--- config.mk ---
export PLATFORM = sky130hd
export DESIGN_NAME = denoise_window3x3
export DESIGN_NICKNAME = d
export VERILOG_FILES = /design/src/rtl/isp_pkg.sv /design/src/rtl/denoise_kernel3x3.sv /design/src/rtl/denoise_window3x3.sv
export SDC_FILE = /design/constraint.sdc
export NUM_CORES = 1
export LEC_CHECK = 0
export ABC_AREA = 0
export CAP_MARGIN = 0
export CORE_MARGIN = 1.5
export CORE_UTILIZATION = 64
export CTS_CLUSTER_DIAMETER = 120
export DETAILED_ROUTE_END_ITERATION = 8
export GPL_TIMING_DRIVEN = 0
export PLACE_DENSITY = 0.78
export REMOVE_ABC_BUFFERS = 1
export SLEW_MARGIN = 20
export SYNTH_ARGS = -nofsm -noshare
export SYNTH_HDL_FRONTEND = slang
export SYNTH_SLANG_ARGS = --single-unit
--- constraint.sdc ---
create_clock -name clk -period 18.3 [get_ports clk]
set_clock_uncertainty 0.15 [all_clocks]
set_input_delay 3.66 -clock clk [delete_from_list [all_inputs] [get_ports clk]]
set_output_delay 3.66 -clock clk [all_outputs]
set_load 0.02 [all_outputs]
--- src/rtl/isp_pkg.sv ---
// Shared ISP stream definitions: channel codes, denoise mode codes and per-beat metadata.
package isp_pkg;
  localparam int COLOR_DEPTH = 8;

  typedef enum logic [2:0] {RED = 3'd0, GREEN = 3'd1, BLUE = 3'd2, VOID = 3'd3} colour_e;
  typedef enum logic [1:0] {DN_GAUSS = 2'd0, DN_PASS = 2'd1, DN_CLAMP = 2'd2} dn_mode_e;

  typedef struct packed {
    logic [2:0] color;
    logic       last;
  } dn_meta_t;
endpackage

--- src/rtl/denoise_kernel3x3.sv ---
// Combinational 3x3 filter: Gaussian 1-2-1, centre passthrough, or clamp to neighbour range.
module denoise_kernel3x3 #(
  parameter int CD = isp_pkg::COLOR_DEPTH
) (
  input  logic [8:0][CD-1:0] win,
  input  logic [1:0]         mode,
  output logic [CD-1:0]      pix
);
  import isp_pkg::*;

  logic [CD+3:0] sum, rnd;
  logic [CD-1:0] mn, mx;

  always_comb begin
    sum = (CD+4)'(win[0]) + (CD+4)'(win[2]) + (CD+4)'(win[6]) + (CD+4)'(win[8])
        + (((CD+4)'(win[1]) + (CD+4)'(win[3]) + (CD+4)'(win[5]) + (CD+4)'(win[7])) << 1)
        + ((CD+4)'(win[4]) << 2);
    // Max sum is 16*max, so +8 still fits in CD+4 bits.
    rnd = sum + (CD+4)'(8);
  end

  always_comb begin
    mn = win[0];
    mx = win[0];
    for (int i = 1; i < 9; i++) begin
      if (i != 4) begin
        if (win[i] < mn) mn = win[i];
        if (win[i] > mx) mx = win[i];
      end
    end
  end

  always_comb begin
    pix = win[4];
    case (dn_mode_e'(mode))
      DN_GAUSS: pix = rnd[CD+3:4];
      DN_CLAMP: pix = (win[4] < mn) ? mn : ((win[4] > mx) ? mx : win[4]);
      default:  pix = win[4];
    endcase
  end
endmodule

--- src/rtl/denoise_window3x3.sv ---
// Interleaved-RGB 3x3 denoiser: per-channel line buffers and windows, one shared kernel,
// interior pixels only, output two cycles after the accepting edge.
module denoise_window3x3 #(
  parameter int COLOR_DEPTH = isp_pkg::COLOR_DEPTH,
  parameter int IMG_WIDTH   = 12,
  parameter int IMG_HEIGHT  = 6
) (
  input  logic                   clk,
  input  logic                   rst,
  input  logic [1:0]             mode,
  input  logic [COLOR_DEPTH-1:0] pixel_in,
  input  logic                   valid_in,
  input  logic [2:0]             color_in,
  input  logic                   last_in,
  output logic [COLOR_DEPTH-1:0] pixel_out,
  output logic                   valid_out,
  output logic [2:0]             color_out,
  output logic                   last_out,
  output logic                   err
);
  import isp_pkg::*;

  localparam int CW     = $clog2(IMG_WIDTH);
  localparam int RW     = $clog2(IMG_HEIGHT);
  localparam int STAGES = 2;

  logic [CW-1:0] col, col_n;
  logic [RW-1:0] row, row_n;
  logic [2:0]    exp_c, exp_n;
  logic [1:0]    mode_q, mode_n;
  logic          err_n;
  logic          acc, mism, at_final, gen, fin_beat;
  logic [1:0]    ch, ch_q;

  logic [COLOR_DEPTH-1:0] lb_a [3][IMG_WIDTH];
  logic [COLOR_DEPTH-1:0] lb_b [3][IMG_WIDTH];
  logic [COLOR_DEPTH-1:0] win  [3][9];

  logic [STAGES:0]                vld_pipe;
  dn_meta_t                       meta1, meta2;
  logic [8:0][COLOR_DEPTH-1:0]    kwin;
  logic [COLOR_DEPTH-1:0]         kpix, pix2;

  assign ch       = color_in[1:0];
  assign acc      = valid_in && (color_in != VOID) && (color_in == exp_c);
  assign mism     = valid_in && (color_in != VOID) && (color_in != exp_c);
  assign at_final = (col == CW'(IMG_WIDTH-1)) && (row == RW'(IMG_HEIGHT-1));
  assign gen      = acc && (col >= CW'(2)) && (row >= RW'(2));
  assign fin_beat = acc && (color_in == BLUE) && at_final;

  always_comb begin
    col_n  = col;
    row_n  = row;
    exp_n  = exp_c;
    mode_n = mode_q;
    err_n  = err || mism;
    if (acc) begin
      if ((col == '0) && (row == '0) && (exp_c == RED)) mode_n = mode;
      if (last_in) begin
        // Any last_in restarts the frame; only the final BLUE beat is legal.
        if (!((color_in == BLUE) && at_final)) err_n = 1'b1;
        col_n = '0;
        row_n = '0;
        exp_n = RED;
      end else begin
        case (exp_c)
          RED:   exp_n = GREEN;
          GREEN: exp_n = BLUE;
          default: begin
            exp_n = RED;
            if (at_final) begin
              err_n = 1'b1;
              col_n = '0;
              row_n = '0;
            end else if (col == CW'(IMG_WIDTH-1)) begin
              col_n = '0;
              row_n = row + 1'b1;
            end else begin
              col_n = col + 1'b1;
            end
          end
        endcase
      end
    end
  end

  // Window row 0 is the oldest line (row-2); column 2 is the newest sample.
  always_ff @(posedge clk) begin
    if (acc) begin
      for (int r = 0; r < 3; r++) begin
        win[ch][r*3]   <= win[ch][r*3+1];
        win[ch][r*3+1] <= win[ch][r*3+2];
      end
      win[ch][2]    <= lb_b[ch][col];
      win[ch][5]    <= lb_a[ch][col];
      win[ch][8]    <= pixel_in;
      lb_b[ch][col] <= lb_a[ch][col];
      lb_a[ch][col] <= pixel_in;
    end
  end

  always_comb begin
    for (int i = 0; i < 9; i++) kwin[i] = win[ch_q][i];
  end

  denoise_kernel3x3 #(.CD(COLOR_DEPTH)) u_kernel (
    .win  (kwin),
    .mode (mode_q),
    .pix  (kpix)
  );

  always_ff @(posedge clk or posedge rst) begin
    if (rst) begin
      col       <= '0;
      row       <= '0;
      exp_c     <= RED;
      mode_q    <= DN_GAUSS;
      err       <= 1'b0;
      vld_pipe  <= '0;
      ch_q      <= '0;
      meta1     <= '{color: VOID, last: 1'b0};
      meta2     <= '{color: VOID, last: 1'b0};
      pix2      <= '0;
      pixel_out <= '0;
      color_out <= VOID;
      last_out  <= 1'b0;
    end else begin
      col      <= col_n;
      row      <= row_n;
      exp_c    <= exp_n;
      mode_q   <= mode_n;
      err      <= err_n;
      vld_pipe <= {vld_pipe[STAGES-1:0], gen};
      if (acc) ch_q <= ch;
      meta1.color <= gen ? color_in : VOID;
      meta1.last  <= fin_beat;
      meta2       <= meta1;
      pix2        <= kpix;
      pixel_out   <= pix2;
      color_out   <= meta2.color;
      last_out    <= meta2.last;
    end
  end

  assign valid_out = vld_pipe[STAGES];
endmodule

Word-level counts from Yosys, hierarchy flattened

Memory sizes are Yosys's and may differ from the RTL's.
Index checks and enable logic that the tools add are counted.
W data, S select, Z words.

Register bits: 46
RAM bits: 792
Input port bits: 17
Output and inout bits: 14
Logic and storage cells: 125
Memories kept: 3

$add $sub $neg: 11
$lt $le $gt $ge: 20
Eq/ne operators: 9
Muxes and demuxes: 44
Bitwise operators: 1
Reductions and logical operators: 22

Memory list:

| memory | depth | width | rd ports | clocked after Yosys merged registers in | wr ports | line                    | source |
|---|---|---|---|---|---|---|---|
| lb_a   | 3     | 96    | 1        | 0                                       | 1        | denoise_window3x3.sv:35 | `logic [COLOR_DEPTH-1:0] lb_a [3][IMG_WIDTH];` |
| lb_b   | 3     | 96    | 1        | 0                                       | 1        | denoise_window3x3.sv:36 | `logic [COLOR_DEPTH-1:0] lb_b [3][IMG_WIDTH];` |
| win    | 3     | 72    | 2        | 0                                       | 1        | denoise_window3x3.sv:37 | `logic [COLOR_DEPTH-1:0] win [3][9];` |

Operator list:

| operator                | count |
|---|---|
| $mux W8                 | 21 |
| $mux W96                | 1 |
| $bmux W8 S4             | 2 |
| $gt A8 B8 Y1            | 8 |
| $lt A8 B8 Y1            | 8 |
| $demux W8 S4            | 1 |
| $add A12 B8 Y12         | 2 |
| $add A11 B8 Y11         | 2 |
| $add A8 B8 Y9           | 2 |
| $mux W4                 | 4 |
| $pmux W8 S2             | 1 |
| $mux W3                 | 5 |
| $add A12 B10 Y12        | 1 |
| $add A12 B12 Y12        | 1 |
| $add A12 B4 Y12 const B | 1 |
| $logic_and A1 B1 Y1     | 12 |
| $mux W1                 | 7 |
| $logic_not A3 Y1        | 2 |
| $ge A5 B5 Y1 const B    | 1 |
| $lt A5 B1 Y1 const B    | 1 |
| $not A4 Y5              | 1 |
| $add A4 B1 Y4 const B   | 1 |
| $eq A4 B4 Y1 const B    | 1 |
| $ge A4 B2 Y1 const B    | 1 |
| 19 further kinds        | 20 |

Longest topological paths before layout

Gate-level depths: netlist of the first run.
An unclocked memory read counts as a cell.

Depth after elaboration: 19
Gate-level depth with buffers: 101
Depth with buffers taken out: 90

Cells and area by module

A second synthesis of the first run with hierarchy kept.

Cells, all modules: 2814
Area total of the unflattened synthesis: 40138.5 µm²

By module, submodules not included:

| module            | times used | cells an instance | area an instance (µm²) | sequential area each (µm²) |
|---|---|---|---|---|
| denoise_window3x3 | 1          | 1981              | 33642.3                | 24916.4 |
| denoise_kernel3x3 | 1          | 833               | 6496.2                 | 0.0 |

Worst setup path before layout of the first run

OpenSTA, ideal clock, no wires.

Path type: register -> register
Start point: reg ch_q[0]
End point: reg pix2[2]
Library setup time: 0.140 ns
Data arrival time: 15.725 ns
Slack: 2.285 ns
Cell stages (with the launch flop): 93
Path through: dfrtp_1 > buf_4 > buf_2 > buf_1 > clkbuf_1 > mux2i_1 > nor2_1 > a21oi_1 > inv_1 > ha_1 > nand4_2 > nor2_1 > a211oi_2 > nor2_2 > clkbuf_1 > a21oi_1 > ha_1 > and3_1 > [57 not listed] > a21oi_1 > a211oi_1 > a21oi_1 > clkbuf_1 > o31ai_1 > ha_1 > nor2b_1 > o21a_1 > o21ai_0 > nand2b_1 > a21oi_1 > o21ai_0 > o21ai_0 > a31oi_1 > nor2_1 > a21oi_1 > o31a_1 > o221ai_1

Cells in the longest elaborated chain, start to end: 19
Elaborated cells between the ends (all ways): 43
Classes of those cells: 9 x add/sub; 16 x order compare; 17 x mux; 1 x memory

Ends and longest elaborated chain:

| item                     | line                     | source |
|---|---|---|
| start: declaration       | denoise_window3x3.sv:33  | `logic [1:0] ch, ch_q;` |
| start signal: assignment | denoise_window3x3.sv:134 | `if (acc) ch_q <= ch;` |
| $mem_v2 Z3 W72 (*)       | -                        |  |
| $gt A8 B8 Y1             | denoise_kernel3x3.sv:28  | `if (win[i] > mx) mx = win[i];` |
| $mux W8                  | denoise_kernel3x3.sv:28  |  |
| $gt A8 B8 Y1             | denoise_kernel3x3.sv:28  |  |
| $mux W8                  | denoise_kernel3x3.sv:28  |  |
| $gt A8 B8 Y1             | denoise_kernel3x3.sv:28  |  |
| $mux W8                  | denoise_kernel3x3.sv:28  |  |
| $gt A8 B8 Y1             | denoise_kernel3x3.sv:28  |  |
| [3 not listed]           | -                        |  |
| $gt A8 B8 Y1             | denoise_kernel3x3.sv:28  |  |
| $mux W8                  | denoise_kernel3x3.sv:28  |  |
| $gt A8 B8 Y1             | denoise_kernel3x3.sv:28  |  |
| $mux W8                  | denoise_kernel3x3.sv:28  |  |
| $gt A8 B8 Y1             | denoise_kernel3x3.sv:37  | `DN_CLAMP: pix = (win[4] < mn) ? mn : ((win[4] > mx) ? mx : win[4]);` |
| $mux W8 (2 in a row)     | denoise_kernel3x3.sv:37  |  |
| $pmux W8 S2 (*)          | denoise_kernel3x3.sv:35  | `case (dn_mode_e'(mode))` |
| named net kpix[2]        | denoise_window3x3.sv:42  | `logic [COLOR_DEPTH-1:0] kpix, pix2;` |
| end signal: assignment   | denoise_window3x3.sv:138 | `pix2 <= kpix;` |
| end: declaration         | denoise_window3x3.sv:42  |  |

The timed path passes the listed nets; every way through them passes the cells marked *.
A chain may end at the register's enable or synchronous reset.

Worst setup path in the final report of the first run

Start point: reg ch_q[0]
End point: reg pix2[4]

Same word-level chain as after synthesis.

==> results of run 1 <==
[worst max-delay path: cells and delay by family, from the launching register on]
family	cells	cell delay, ns
adders and majority gates	8	2.68
DFF	1	0.48
and+or+nand+nor	24	3.52
AOI/OAI and AO/OA	45	9.04
muxes	2	0.58
buffers and inverters	4	0.71
[final cells by class]
type,count,share of cell area
inverter,121,0.01036
timing repair buffer,106,0.03354
clock buffer,103,0.05006
tap,837,0.02324
clock inverter,53,0.009579
multi-input combinational,1933,0.3199
antenna,1,0.00005553
sequential,837,0.5532
[registers in the layout, summed over array words and instances (netlist names), 3 cells and up]
name	cells
col	4
lb_a	288
lb_b	288
row	3
color_out	3
win	216
vld_pipe	3
pixel_out	8
meta1	4
pix2	8
meta2	4
[metal layers]
layer | track usage | routed length (um) | up-vias | share of wire
li1 | - | - | 11440 | -
met2 | 0.5119 | 48110 | 1048 | 0.50
met4 | 0.1184 | 3612 | 0 | 0.038
met3 | 0.04359 | 6498 | 188 | 0.068
met5 | 0 | 0 | - | 0
met1 | 0.3916 | 37890 | 12370 | 0.39
[path summary, 6_finish.rpt]
kind                       startpoint           end  depth (start not counted)
min in group asynchronous         rst      meta1[3]                          2
setup / recovery              ch_q[0]       pix2[4]                         83
hold reg to reg              meta2[3]  color_out[2]                          0
max in group asynchronous         rst  color_out[0]                          3
setup reg to reg              ch_q[0]       pix2[4]                         83
hold / removal               meta2[3]  color_out[2]                          0
[cells in the final DEF, fill, tap and decap left out, types with 20 or more instances in the layout]
master,netlist,final
o21a_1,34,34
a21oi_1,267,265
mux4_2,48,48
clkdlybuf4s50_1,0,20
mux2i_1,319,319
nor2_1,298,263
ha_1,153,153
nand2_1,229,228
nand3_1,33,32
inv_1,118,114
nor2_2,1,34
buf_16,0,21
buf_8,0,24
dfrtp_1,39,34
clkinv_1,1,23
edfxtp_1,792,792
fa_1,33,33
clkbuf_16,0,86
mux2_2,28,28
o21ai_0,182,179
a21o_1,38,38
xnor2_1,22,22
[kinds of logic after synthesis]
| group | count (synthesis) | synth area share |
|---|---|---|
| DFF | 837 | 0.6219 |
| other | 1 | 0.00009360 |
| muxes | 398 | 0.1156 |
| and+or+nand+nor | 668 | 0.07073 |
| buffers and inverters | 269 | 0.02564 |
| xor gates and xnor gates | 30 | 0.006558 |
| AOI/OAI and AO/OA | 649 | 0.09494 |
| adders and majority gates | 187 | 0.06452 |
[per-stage QoR]
stage	std cells	util
finish	3991	0.7289
global route	3990	0.7288
CTS	3974	0.7256
detailed placement	3817	0.6816
global placement	3758	0.6606
floorplan	2891	-
[repair_timing]
item / in CTS / in global routing
buffers inserted: 1 / 16
endpoints found under the setup margin: 8 / 8
resized for setup: 2 / 11
pin swaps: 0 / 3
endpoints found under the hold margin: 0 / 0
hold buffers: 0 / 0
==> reports/results.txt, run 1 <==
Max-slew violations: 0
Worst-Skew Late Latency: 0.63 ns
GR Util All Layers: 0.3005
Final setup violation count: 0
Initial antenna violation count: 0
#FFs+latches synth: 837
H-tree depth: 3
Fmax: 57.55 MHz
Fill cells: 3811
Share of layout cells above drive strength 1: 0.1215
Die X: 253.2 um
Crit-path max FO: 39
CTS tree: yes
Clk pin slew, worst setup/hold paths: 0.06 ns
GP Congestion: 0.9508
Run status: completed
Fin crit share: 0.9496
Setup WS post-layout: 0.9225 ns
Post-Layout Inst Area: 45060 um^2
MaxCap Viol Count: 0
Worst Path Required: 18.63 ns
DRC: 0
Vias: 25040
Syn Inst Count: 3039
Post-synth top area cell: edfxtp_1
First-pass GRT wire length: 143800 um
Yosys warnings: 0
Detail Route Antenna Nets: 0
Library cells used by synthesis: 87
CTS Buffer Depth: 3
Syn_area_per_cell: 13.18 um^2
Area of the multi-input gates: 14420 um^2
Synth top cells by count: edfxtp_1 (792), mux2i_1 (319), nor2_1 (298)
Nets: 3286
Final WL: 96120 um
DR pass1 iterations: 6
First-iteration detailed-routing DRC count: 2820
Most used cell, CP: a21oi_1
I/O pin cnt: 31
Crit path DAT: 17.71 ns
IO buf count: 30
Post-Syn Area: 40070 um^2
Placement Cell Area: 42140 um^2
Register area share after synthesis: 0.6219
Largest net degree at the start of global routing: 142
Top cells by area, synth: edfxtp_1 (59%), mux2i_1 (8.0%), ha_1 (4.8%)
Sequential cell area: 24930 um^2
Die H: 253.2 um
CP Capture Type: register
DP Wirelength: 62440 um
Die area: 64110 um^2
DP Worst Slack: -0.6286 ns
Setup TNS: 0 ns
Critical path class: reg -> reg
Core footprint: 61830 um^2
Vias per Instance: 6.274
Final Hold Viols: 0
Vias in the first global route: 24970
Grt total ovfl: 0
EDFF count, synth: 792
Top-count cell post-synth: edfxtp_1
CP max-delay cell: or3b_2
Clock sinks: 837
Minimum clock period: 17.38 ns
Worst R2R Setup Slack: 0.92 ns
Slew HR: 0.2685
Slew of the pin with the lowest slew margin: 1.090 ns
Ys async rst share: 0.05376
Clock root buffer: clkbuf_16
Initial Utilization: 0.6480
Drt wl/cell: 24.08 um
Total CTS buffers: 84
Post-synth top flop: edfxtp_1
Worst Hold Class: reg -> reg
Share of the synthesized area in the top cell type: 0.5936
Delay of the slowest critical-path stage: 0.54 ns
# rows: 91
CP startpoint kind: register
P&R area growth vs syn: 12.47%
Hold_ws: 0.1966 ns
Power of run 1 is not shown: default switching activity piles up to over one toggle a cycle in this logic, so the estimate is an artifact.
==> inputs of run 2 (changes only) <==
--- a/config.mk
+++ b/config.mk
@@ -11,8 +11,7 @@
 export CORE_UTILIZATION = 64
 export CTS_CLUSTER_DIAMETER = 120
 export DETAILED_ROUTE_END_ITERATION = 8
-export GPL_TIMING_DRIVEN = 0
-export PLACE_DENSITY = 0.78
+export PLACE_DENSITY_LB_ADDON = 0.05
 export REMOVE_ABC_BUFFERS = 1
 export SLEW_MARGIN = 20
 export SYNTH_ARGS = -nofsm -noshare
==> reports/results.txt, run 2 (synthesis gave the netlist of run 1 again) <==
Largest regs: lb_a: 288 flops, lb_b: 288 flops, win: 216 flops
Run status: completed
Worst Hold Class: reg -> reg
CP max-delay cell: dfrtp_4
Buf/Inv on CP: 3 (-1)
CP startpoint kind: register
First-iteration detailed-routing DRC count: 2625 (-6.9%)
Sequential cell area: 24930 um^2 (about the same)
Fill cells: 4064 (+6.6%)
Hold buffer count at CTS: 0 (unchanged)
Crit-path max FO: 23 (-41%)
Clock root buffer: clkbuf_16
# rows: 91 (unchanged)
Area of the multi-input gates: 14190 um^2 (-1.6%)
Slew HR: 0.2863 (+0.01784)
DP Worst Slack: 1.313 ns (+1.942 ns)
H-tree depth: 3 (unchanged)
Fin crit share: 0.9259 (-0.02365)
Grt total ovfl: 0 (unchanged)
Crit path DAT: 17.29 ns (-0.42 ns)
I/O pin cnt: 31 (unchanged)
First-pass GRT wire length: 149200 um (+3.8%)
Fmax: 59.02 MHz (+2.6%)
P&R area growth vs syn: 9.921%
Total CTS buffers: 80 (-4.8%)
Hold depth: 0 (unchanged)
Most frequent cells in the layout: edfxtp_1 (792), mux2i_1 (319), nor2_1 (298), a21oi_1 (267), nand2_1 (229)
Detail Route Antenna Nets: 0 (unchanged)
Setup WS post-layout: 1.355 ns (+0.4328 ns)
Clock sinks: 837 (unchanged)
Die H: 253.2 um (unchanged)
DR pass1 iterations: 6 (unchanged)
Die area: 64110 um^2 (unchanged)
Clk pin slew, worst setup/hold paths: 0.06 ns (about the same)
Vias: 24900 (-0.58%)
Largest net degree at the start of global routing: 205 (+44%)
Commonest non-fill, non-tap cell in the layout: edfxtp_1
Setup TNS: 0 ns (unchanged)
Nets: 3288 (+0.061%)
Final WL: 100000 um (+4.0%)
ANT cells: 0 (-1)
Minimum clock period: 16.94 ns (-0.4328 ns)
Worst R2R Path Depth: 82 (-1.2%)
CP Capture Type: register
DP Wirelength: 63570 um (+1.8%)
Slew of the pin with the lowest slew margin: 1.071 ns (-0.01945 ns)
Core footprint: 61830 um^2 (unchanged)
Drt wl/cell: 25.13 um (+4.3%)
GP Congestion: 0.9062 (-4.7%)
GR Util All Layers: 0.3155 (+0.01506)
Post-Layout Inst Area: 44040 um^2 (-2.3%)
Share of layout cells above drive strength 1: 0.1028 (-0.01870)
CP delay by family, top: compound AO/OA/AOI/OAI gates
Initial antenna violation count: 1 (+1)
Vias in the first global route: 24980 (+0.040%)
Max-slew violations: 0 (unchanged)
CTS Buffer Depth: 3 (unchanged)
IO buf count: 30 (unchanged)
Post-CTS sizing: 0 (-2)
Final Hold Viols: 0 (unchanged)
MaxCap Viol Count: 0 (unchanged)
RSZ-0062 raised after global routing: no
Initial Utilization: 0.6480 (unchanged)
Worst-Skew Late Latency: 0.63 ns (about the same)
Placement Cell Area: 41560 um^2 (-1.4%)
DRC: 0 (unchanged)
Vias per Instance: 6.256 (-0.30%)
Final setup violation count: 0 (unchanged)
Die X: 253.2 um (unchanged)
Critical path class: reg -> reg
Delay of the slowest critical-path stage: 0.64 ns (+0.10 ns)
Most used cell, CP: a21oi_1
Post-CTS Repair Setup Buffers: 0 (-1)
Critical path depth: 82 (-1.2%)
CTS tree: yes
Worst Path Required: 18.64 ns (about the same)
[run 2: worst paths after layout]
| path | from | to | slack (ns) |
|---|---|---|---|
| setup reg to reg | ch_q[0] | pix2[4] | 1.36 |
| max in group asynchronous | rst | ch_q[1] | 14.00 |
| setup / recovery | ch_q[0] | pix2[4] | 1.36 |
| hold / removal | meta1[0] | meta2[0] | 0.20 |
| min in group asynchronous | rst | exp_c[1] | 3.39 |
| hold reg to reg | meta1[0] | meta2[0] | 0.20 |
[run 2: metrics by stage]
| step | std cells | utilization | hold WS (ns) |
|---|---|---|---|
| 2_1_floorplan | 2891 | - | 0.1812 |
| 3_3_place_gp | 3840 | 0.6722 | 0.1826 |
| 3_5_place_dp | 3840 | 0.6722 | 0.1857 |
| 4_1_cts | 3980 | 0.7121 | 0.1991 |
| 5_1_grt | 3980 | 0.7123 | 0.2079 |
| 6_report | 3980 | 0.7123 | 0.1954 |
[run 2: layer usage]
metal  part of all wire  global-route usage
met3              0.067             0.04256
met1               0.39              0.4007
met5                  0                   0
met2               0.50              0.5459
met4              0.043              0.1365
[run 2: final cells by class]
class	instances	share of cell area
inverter	121	0.01037
timing repair buffer	112	0.02159
sequential	837	0.5660
multi-input combinational	1933	0.3223
tap	837	0.02378
clock inverter	39	0.007813
clock buffer	101	0.04821
Power of run 2 is left out for the same reason.
